File: src/rtl/key_event_ctrl_pkg.sv
// Shared types for the key-event classifier: FSM state encoding, event codes
// and small elaboration-time helpers.
package key_evt_pkg;

  typedef enum logic [1:0] {
    IDLE     = 2'd0,
    HELD     = 2'd1,
    LONGHOLD = 2'd2,
    WAIT2    = 2'd3
  } key_state_e;

  localparam logic [1:0] EVT_NONE   = 2'b00;
  localparam logic [1:0] EVT_SHORT  = 2'b01;
  localparam logic [1:0] EVT_LONG   = 2'b10;
  localparam logic [1:0] EVT_DOUBLE = 2'b11;

  function automatic int max_int(input int a, input int b);
    return (a > b) ? a : b;
  endfunction

  // Counter width for a timer that must reach cycles-1; never narrower than 1 bit.
  function automatic int cnt_width(input int cycles);
    int w;
    w = $clog2(cycles);
    return (w < 1) ? 1 : w;
  endfunction

endpackage

File: src/rtl/key_event_ctrl_if.sv
// Bundle between the key-event classifier and its producer (edge detector)
// and consumer (GPIO/interrupt logic).
interface key_event_ctrl_if;

  logic       press_pulse;
  logic       key_level;
  logic       evt_valid;
  logic [1:0] evt_code;
  logic       evt_ready;
  logic       overflow;
  logic       ovf_clr;

  // evt_valid is high while the event queue holds an entry and evt_code shows
  // the head; an entry is consumed on the clock edge ending a cycle with
  // evt_valid=1 and evt_ready=1. evt_ready while evt_valid=0 has no effect.
  modport slave (
    input  press_pulse,
    input  key_level,
    input  evt_ready,
    input  ovf_clr,
    output evt_valid,
    output evt_code,
    output overflow
  );

  modport master (
    output press_pulse,
    output key_level,
    output evt_ready,
    output ovf_clr,
    input  evt_valid,
    input  evt_code,
    input  overflow
  );

endinterface

File: src/rtl/key_event_ctrl_fifo.sv
// First-word-fall-through event queue; DEPTH must be a power of two >= 2.
// A push while full is accepted only if a pop happens in the same cycle.
module key_evt_fifo #(
  parameter int DEPTH = 4,
  parameter int WIDTH = 2
) (
  input  logic                     clk,
  input  logic                     rstn,
  input  logic                     push_i,
  input  logic [WIDTH-1:0]         data_i,
  input  logic                     pop_i,
  output logic [WIDTH-1:0]         data_o,
  output logic                     full_o,
  output logic                     empty_o,
  output logic [$clog2(DEPTH):0]   count_o
);

  localparam int AW = $clog2(DEPTH);

  logic [WIDTH-1:0] mem_q [DEPTH];
  logic [AW-1:0]    wr_ptr_q, wr_ptr_d;
  logic [AW-1:0]    rd_ptr_q, rd_ptr_d;
  logic [AW:0]      count_q, count_d;
  logic             wr_en, rd_en;

  assign full_o  = (count_q == (AW+1)'(DEPTH));
  assign empty_o = (count_q == '0);
  assign rd_en   = pop_i && !empty_o;
  assign wr_en   = push_i && (!full_o || rd_en);
  assign data_o  = mem_q[rd_ptr_q];
  assign count_o = count_q;

  always_comb begin
    wr_ptr_d = wr_ptr_q;
    rd_ptr_d = rd_ptr_q;
    count_d  = count_q;
    if (wr_en) wr_ptr_d = wr_ptr_q + AW'(1);
    if (rd_en) rd_ptr_d = rd_ptr_q + AW'(1);
    case ({wr_en, rd_en})
      2'b10:   count_d = count_q + (AW+1)'(1);
      2'b01:   count_d = count_q - (AW+1)'(1);
      default: count_d = count_q;
    endcase
  end

  always_ff @(posedge clk) begin
    if (!rstn) begin
      wr_ptr_q <= '0;
      rd_ptr_q <= '0;
      count_q  <= '0;
    end else begin
      wr_ptr_q <= wr_ptr_d;
      rd_ptr_q <= rd_ptr_d;
      count_q  <= count_d;
    end
  end

  // Storage needs no reset: the head is only looked at while non-empty.
  always_ff @(posedge clk) begin
    if (wr_en) mem_q[wr_ptr_q] <= data_i;
  end

endmodule

File: src/rtl/key_event_ctrl.sv
// Push-button gesture classifier (short / long / double click) feeding a small
// event queue. Double-click support is built only when KEY_DOUBLE_CLICK_EN is defined.
module key_event_ctrl
  import key_evt_pkg::*;
#(
  parameter int LONG_CYCLES   = 27_000_000,
  parameter int DCLICK_CYCLES = 8_100_000,
  parameter int FIFO_DEPTH    = 4
) (
  input  logic                          clk,
  input  logic                          rstn,
  key_event_ctrl_if.slave               evt_if,
  output key_state_e                    state_o,
  output logic [$clog2(FIFO_DEPTH):0]   fifo_count_o
);

  localparam int CNT_W = cnt_width(max_int(LONG_CYCLES, DCLICK_CYCLES));
  localparam logic [CNT_W-1:0] LONG_LAST = CNT_W'(LONG_CYCLES - 1);
`ifdef KEY_DOUBLE_CLICK_EN
  localparam logic [CNT_W-1:0] DCLICK_LAST = CNT_W'(DCLICK_CYCLES - 1);
`endif

  key_state_e       state_q, state_d;
  logic [CNT_W-1:0] cnt_q, cnt_d;
  logic             ovf_q, ovf_d;
  logic             push;
  logic [1:0]       push_code;
  logic             pop;
  logic             fifo_full, fifo_empty;
  logic [1:0]       head_code;

  always_comb begin
    state_d   = state_q;
    push      = 1'b0;
    push_code = EVT_NONE;
    case (state_q)
      IDLE: begin
        if (evt_if.press_pulse) state_d = HELD;
      end
      HELD: begin
        // Release is checked first so it beats the long-press threshold.
        if (evt_if.key_level) begin
`ifdef KEY_DOUBLE_CLICK_EN
          state_d = WAIT2;
`else
          push      = 1'b1;
          push_code = EVT_SHORT;
          state_d   = IDLE;
`endif
        end else if (cnt_q == LONG_LAST) begin
          push      = 1'b1;
          push_code = EVT_LONG;
          state_d   = LONGHOLD;
        end
      end
      LONGHOLD: begin
        if (evt_if.key_level) state_d = IDLE;
      end
      WAIT2: begin
`ifdef KEY_DOUBLE_CLICK_EN
        // The second press is parked in LONGHOLD so it is never timed as long.
        if (evt_if.press_pulse) begin
          push      = 1'b1;
          push_code = EVT_DOUBLE;
          state_d   = LONGHOLD;
        end else if (cnt_q == DCLICK_LAST) begin
          push      = 1'b1;
          push_code = EVT_SHORT;
          state_d   = IDLE;
        end
`else
        state_d = IDLE;
`endif
      end
      default: state_d = IDLE;
    endcase
  end

  // The timer restarts on every state change and only runs in timed states.
  always_comb begin
    if (state_d != state_q) begin
      cnt_d = '0;
    end else if (state_q == HELD || state_q == WAIT2) begin
      cnt_d = cnt_q + CNT_W'(1);
    end else begin
      cnt_d = '0;
    end
  end

  assign pop = !fifo_empty && evt_if.evt_ready;

  always_comb begin
    ovf_d = ovf_q;
    if (push && fifo_full && !pop) begin
      ovf_d = 1'b1;
    end else if (evt_if.ovf_clr) begin
      ovf_d = 1'b0;
    end
  end

  always_ff @(posedge clk) begin
    if (!rstn) begin
      state_q <= IDLE;
      cnt_q   <= '0;
      ovf_q   <= 1'b0;
    end else begin
      state_q <= state_d;
      cnt_q   <= cnt_d;
      ovf_q   <= ovf_d;
    end
  end

  key_evt_fifo #(
    .DEPTH (FIFO_DEPTH),
    .WIDTH (2)
  ) u_fifo (
    .clk     (clk),
    .rstn    (rstn),
    .push_i  (push),
    .data_i  (push_code),
    .pop_i   (pop),
    .data_o  (head_code),
    .full_o  (fifo_full),
    .empty_o (fifo_empty),
    .count_o (fifo_count_o)
  );

  assign evt_if.evt_valid = !fifo_empty;
  assign evt_if.evt_code  = fifo_empty ? EVT_NONE : head_code;
  assign evt_if.overflow  = ovf_q;
  assign state_o          = state_q;

endmodule
File: src/flat_wrapper.sv
// flat-port wrapper written by rule: the top's interface ports become plain ports
module key_event_ctrl_flat import key_evt_pkg::*;
#(
  parameter int LONG_CYCLES   = 27_000_000,
  parameter int DCLICK_CYCLES = 8_100_000,
  parameter int FIFO_DEPTH    = 4
)
  (clk, rstn, state_o, fifo_count_o, evt_if_press_pulse, evt_if_key_level, evt_if_evt_ready, evt_if_ovf_clr, evt_if_evt_valid, evt_if_evt_code, evt_if_overflow);
  key_event_ctrl_if evt_if_i ();
  input  logic clk;
  input  logic rstn;
  output key_state_e state_o;
  output logic [$clog2(FIFO_DEPTH):0] fifo_count_o;
  input wire logic [$bits(evt_if_i.press_pulse)-1:0] evt_if_press_pulse;
  input wire logic [$bits(evt_if_i.key_level)-1:0] evt_if_key_level;
  input wire logic [$bits(evt_if_i.evt_ready)-1:0] evt_if_evt_ready;
  input wire logic [$bits(evt_if_i.ovf_clr)-1:0] evt_if_ovf_clr;
  output wire logic [$bits(evt_if_i.evt_valid)-1:0] evt_if_evt_valid;
  output wire logic [$bits(evt_if_i.evt_code)-1:0] evt_if_evt_code;
  output wire logic [$bits(evt_if_i.overflow)-1:0] evt_if_overflow;
  assign evt_if_i.press_pulse = evt_if_press_pulse;
  assign evt_if_i.key_level = evt_if_key_level;
  assign evt_if_i.evt_ready = evt_if_evt_ready;
  assign evt_if_i.ovf_clr = evt_if_ovf_clr;
  assign evt_if_evt_valid = evt_if_i.evt_valid;
  assign evt_if_evt_code = evt_if_i.evt_code;
  assign evt_if_overflow = evt_if_i.overflow;
  key_event_ctrl #(.LONG_CYCLES(LONG_CYCLES), .DCLICK_CYCLES(DCLICK_CYCLES), .FIFO_DEPTH(FIFO_DEPTH)) u_core (.clk(clk), .rstn(rstn), .evt_if(evt_if_i), .state_o(state_o), .fifo_count_o(fifo_count_o));
endmodule
File: config.mk
export PLATFORM = sky130hd
export DESIGN_NAME = key_event_ctrl_flat
export DESIGN_NICKNAME = d
export VERILOG_FILES = /design/src/rtl/key_event_ctrl_pkg.sv /design/src/rtl/key_event_ctrl_if.sv /design/src/rtl/key_event_ctrl_fifo.sv /design/src/rtl/key_event_ctrl.sv /design/src/flat_wrapper.sv
export SDC_FILE = /design/constraint.sdc
export NUM_CORES = 1
export LEC_CHECK = 0
export BUFFER_PORTS_ARGS = -buffer_cell sky130_fd_sc_hd__clkbuf_2
export CORE_MARGIN = 2
export CORE_UTILIZATION = 37
export DETAILED_ROUTE_END_ITERATION = 7
export HOLD_SLACK_MARGIN = 0.06
export PLACE_DENSITY = 0.55
export SLEW_MARGIN = 10
export SYNTH_ARGS = -nofsm -noshare
export SYNTH_HDL_FRONTEND = slang
export SYNTH_HIERARCHICAL = 1
export SYNTH_SLANG_ARGS = --single-unit
File: constraint.sdc
create_clock -name clk -period 3.4 [get_ports clk]
set_input_delay 0.68 -clock clk [delete_from_list [all_inputs] [get_ports clk]]
set_output_delay 0.68 -clock clk [all_outputs]
set_load 0.05 [all_outputs]
==> reports/results.tsv <==
metric	value	unit
outcome	finished clean	
drt_iter0_markers	61	
syn_nets	234	
fp.dieH	79.8	µm
hold_path_class	register to register	
cts_buffers	5	
r2r-end	u_core/u_fifo/count_o[2]$_SDFFE_PN0P_	
irDropWorstVdd	0.000208	V
rr_worst_depth	13	
numClockSinks	45	
antenna_found_initial	0	
syn_area_per_cell	9.61	µm²
chipWidth	79.8	µm
endpoint_kind	register	
yosys_warnings	6	
r2r_start	u_core/cnt_q[0]$_SDFF_PP0_	
min_to	u_core/state_o[0]$_SDFF_PN0_	
wl_per_cell	11.9	µm
ys_ff_latch	45	
period_minus_slack	2.82	ns
vias	1543	
area_delta_synth_final	9.60	%
p_leak	0.711	nW
tns	0	ns
holdBufCountCts	0	
crit_path_start_kind	register	
max_cap_violations	0	
path_cells	ha_1 > nand3_4 > nor4_1 > nand3_1 > nand2b_1 > a21boi_2 > inv_1 > ha_1 > inv_1 > fa_1 > xor2_1 > or3_1 > a21boi_0	
drc_errors	0	
io_buffer_count	14	
worst_slew_pin_slew	0.868	ns
post_cts_buffers	0	
synth_top_area_share	34.9	%
utilization	42.0	%
path_clk_slew	0.08	ns
post_cts_resized	0	
synth_ff_type	dfxtp_1	
initial_core_util	38.3	%
p_per_area	399	mW/mm²
grtUsageTotal	12.9	%
drv_slew	0	
tritoncts	built	
hpwl	2550	µm
worstHoldPathCells	1	
ff2ff_setup_slack	0.58	ns
yosys.area.top_type	dfxtp_1	
ys_types	43	
clock_path_buffers	2	
max_freq	355	MHz
rsz0062_at_grt	no	
grt_max_degree	27	
io_pins	15	
whs	0.478	ns
cpPeakStageDelay	0.39	ns
cts-root-buf	clkbuf_8	
critical_path.max_fanout	8	
die-area	0.00636	mm²
final-hold-violation-count	0	
min-delay-start	u_core/state_o[0]$_SDFF_PN0_	
worstSkewPairLatency	0.29	ns
cts_htree_levels	2	
core.rowCount	27	
num_antenna_cells	0	
vias_per_cell	5.01	
clock_skew	0.00703	ns
setup_viol	0	
dr.pass1.iters	5	
ant_nets	0	
globalplace.congestion	0.682	
slowest_stage	dfxtp_1	
async_flop_share	0	%
crit_required	3.62	ns
cpLargestDelayFamily	simple AND/OR/NAND/NOR gates	
core-area	0.00554	mm²
synth.yosys.seq_area_share	46.2	%
cp_num_buf_inv	2	
grt_first_pass_wirelength	6480	µm
first_global_vias	1431	
finalWirelength	3660	µm
slew_headroom	42.1	%
finalCritPeriodShare	82.9	%
gr-total-overflow	0	
nNetsFinal	248	
netlist_area	0.00212	mm²
arrival	3.04	ns
yosys-top-cells-area	dfxtp_1 35%, edfxtp_1 11%, xnor2_1 3.7%	
synth_edf_count	8	
drive_gt1_share	11.9	%
critPathKind	register to register	
netlist_instances	221	
==> final cells by class <==
type / count / area, µm²
Fill cell: 573 / 3210
Multi-Input combinational cell: 156 / 1060
Sequential cell: 45 / 981
Tap cell: 72 / 90.1
Clock buffer: 8 / 80.1
Timing Repair Buffer: 14 / 70.1
Inverter: 13 / 48.8
==> how the worst max path moves through the flow <==
stage | cells after the start | endpoint | slack [ns] | start
CTS | 13 | u_core/u_fifo/count_o[2]$_SDFFE_PN0P_ | 0.56 | u_core/cnt_q[0]$_SDFF_PP0_
floorplan | 11 | u_core/u_fifo/count_o[2]$_SDFFE_PN0P_ | 0.77 | u_core/state_o[1]$_SDFF_PN0_
global route | 13 | u_core/u_fifo/count_o[2]$_SDFFE_PN0P_ | 0.29 | u_core/cnt_q[0]$_SDFF_PP0_
global placement | 13 | u_core/u_fifo/count_o[2]$_SDFFE_PN0P_ | 0.64 | u_core/cnt_q[0]$_SDFF_PP0_
finish | 13 | u_core/u_fifo/count_o[2]$_SDFFE_PN0P_ | 0.58 | u_core/cnt_q[0]$_SDFF_PP0_
detailed placement | 13 | u_core/u_fifo/count_o[2]$_SDFFE_PN0P_ | 0.57 | u_core/cnt_q[0]$_SDFF_PP0_
==> flip-flops by register name (all words and copies together) (netlist names), named ones only <==
register,cells
u_core/cnt_q,25
u_core/evt_if.overflow,1
u_core/state_o,2
u_core/u_fifo/rd_ptr_q,2
u_core/u_fifo/count_o,3
u_core/u_fifo/mem_q,8
u_core/u_fifo/wr_ptr_q,2
==> layout by cell type (no fill, tap or decap), types with 2 or more instances in the layout <==
cell type   n
clkbuf_2   14
o21ai_0    11
nand4_1     4
or4_1       8
or3_1       7
mux4_2      2
ha_1        6
and2_1      7
xnor2_1     9
nor2_1     17
nand2b_1    3
nand2_1    16
edfxtp_1    8
nand3_1     8
inv_1      13
nor2b_1     6
and4_1      3
clkbuf_8    5
nor4_1      3
clkbuf_1    3
o31ai_1     7
xor2_1      5
a21oi_1    13
nor3_1      3
mux2i_1     2
dfxtp_1    37
==> stage by stage <==
step	power [W]	worst slack [ns]	instance area, µm²	cells
global route	0.000977	0.289	2330	308
global placement	0.000630	0.644	2250	300
finish	0.000930	0.581	2330	308
floorplan	0.000614	0.774	2120	221
CTS	0.000950	0.558	2330	308
detailed placement	0.000630	0.573	2250	300
==> Yosys cell counts (2+ instances only) <==
| cell | instances |
|---|---|
| mux2i_1 | 2 |
| inv_1 | 13 |
| and2_1 | 7 |
| nor4_1 | 3 |
| edfxtp_1 | 8 |
| nand2b_1 | 3 |
| a21oi_1 | 13 |
| nor2_1 | 17 |
| nand4_1 | 4 |
| or3_1 | 7 |
| and4_1 | 3 |
| xor2_1 | 5 |
| nand2_1 | 16 |
| o31ai_1 | 7 |
| ha_1 | 6 |
| or4_1 | 8 |
| clkbuf_1 | 4 |
| o21ai_0 | 11 |
| mux4_2 | 2 |
| dfxtp_1 | 37 |
| nand3_1 | 8 |
| nor2b_1 | 6 |
| xnor2_1 | 9 |
| nor3_1 | 3 |
==> kinds of logic (layout without fill, tap and decap cells) <==
| family | after synthesis | after routing | share of synthesized area (%) |
|---|---|---|---|
| muxes | 4 | 4 | 3.06 |
| and+or+nand+nor | 96 | 96 | 26.7 |
| buffers and inverters | 20 | 35 | 4.00 |
| AOI/OAI and AO/OA | 35 | 35 | 9.78 |
| adders and majority gates | 7 | 7 | 4.48 |
| DFF | 45 | 45 | 46.2 |
| xor gates and xnor gates | 14 | 14 | 5.77 |
==> per-layer routing <==
metal | up-vias | part of all wire [%] | global-route usage [%]
li1 | 816 | - | -
met1 | 716 | 50 | 17.0
met2 | 9 | 47 | 20.7
met3 | 2 | 2.5 | 3.39
met4 | 0 | 0.52 | 4.07
met5 | - | 0 | 0
==> where the power goes <==
group          internal, W  switching (W)  total (W)
logic            0.0000195      0.0000449  0.0000644
registers         0.000547     0.00000567   0.000552
clock network     0.000146       0.000167   0.000314
No activity file was read; power rests on OpenSTA's default activity.
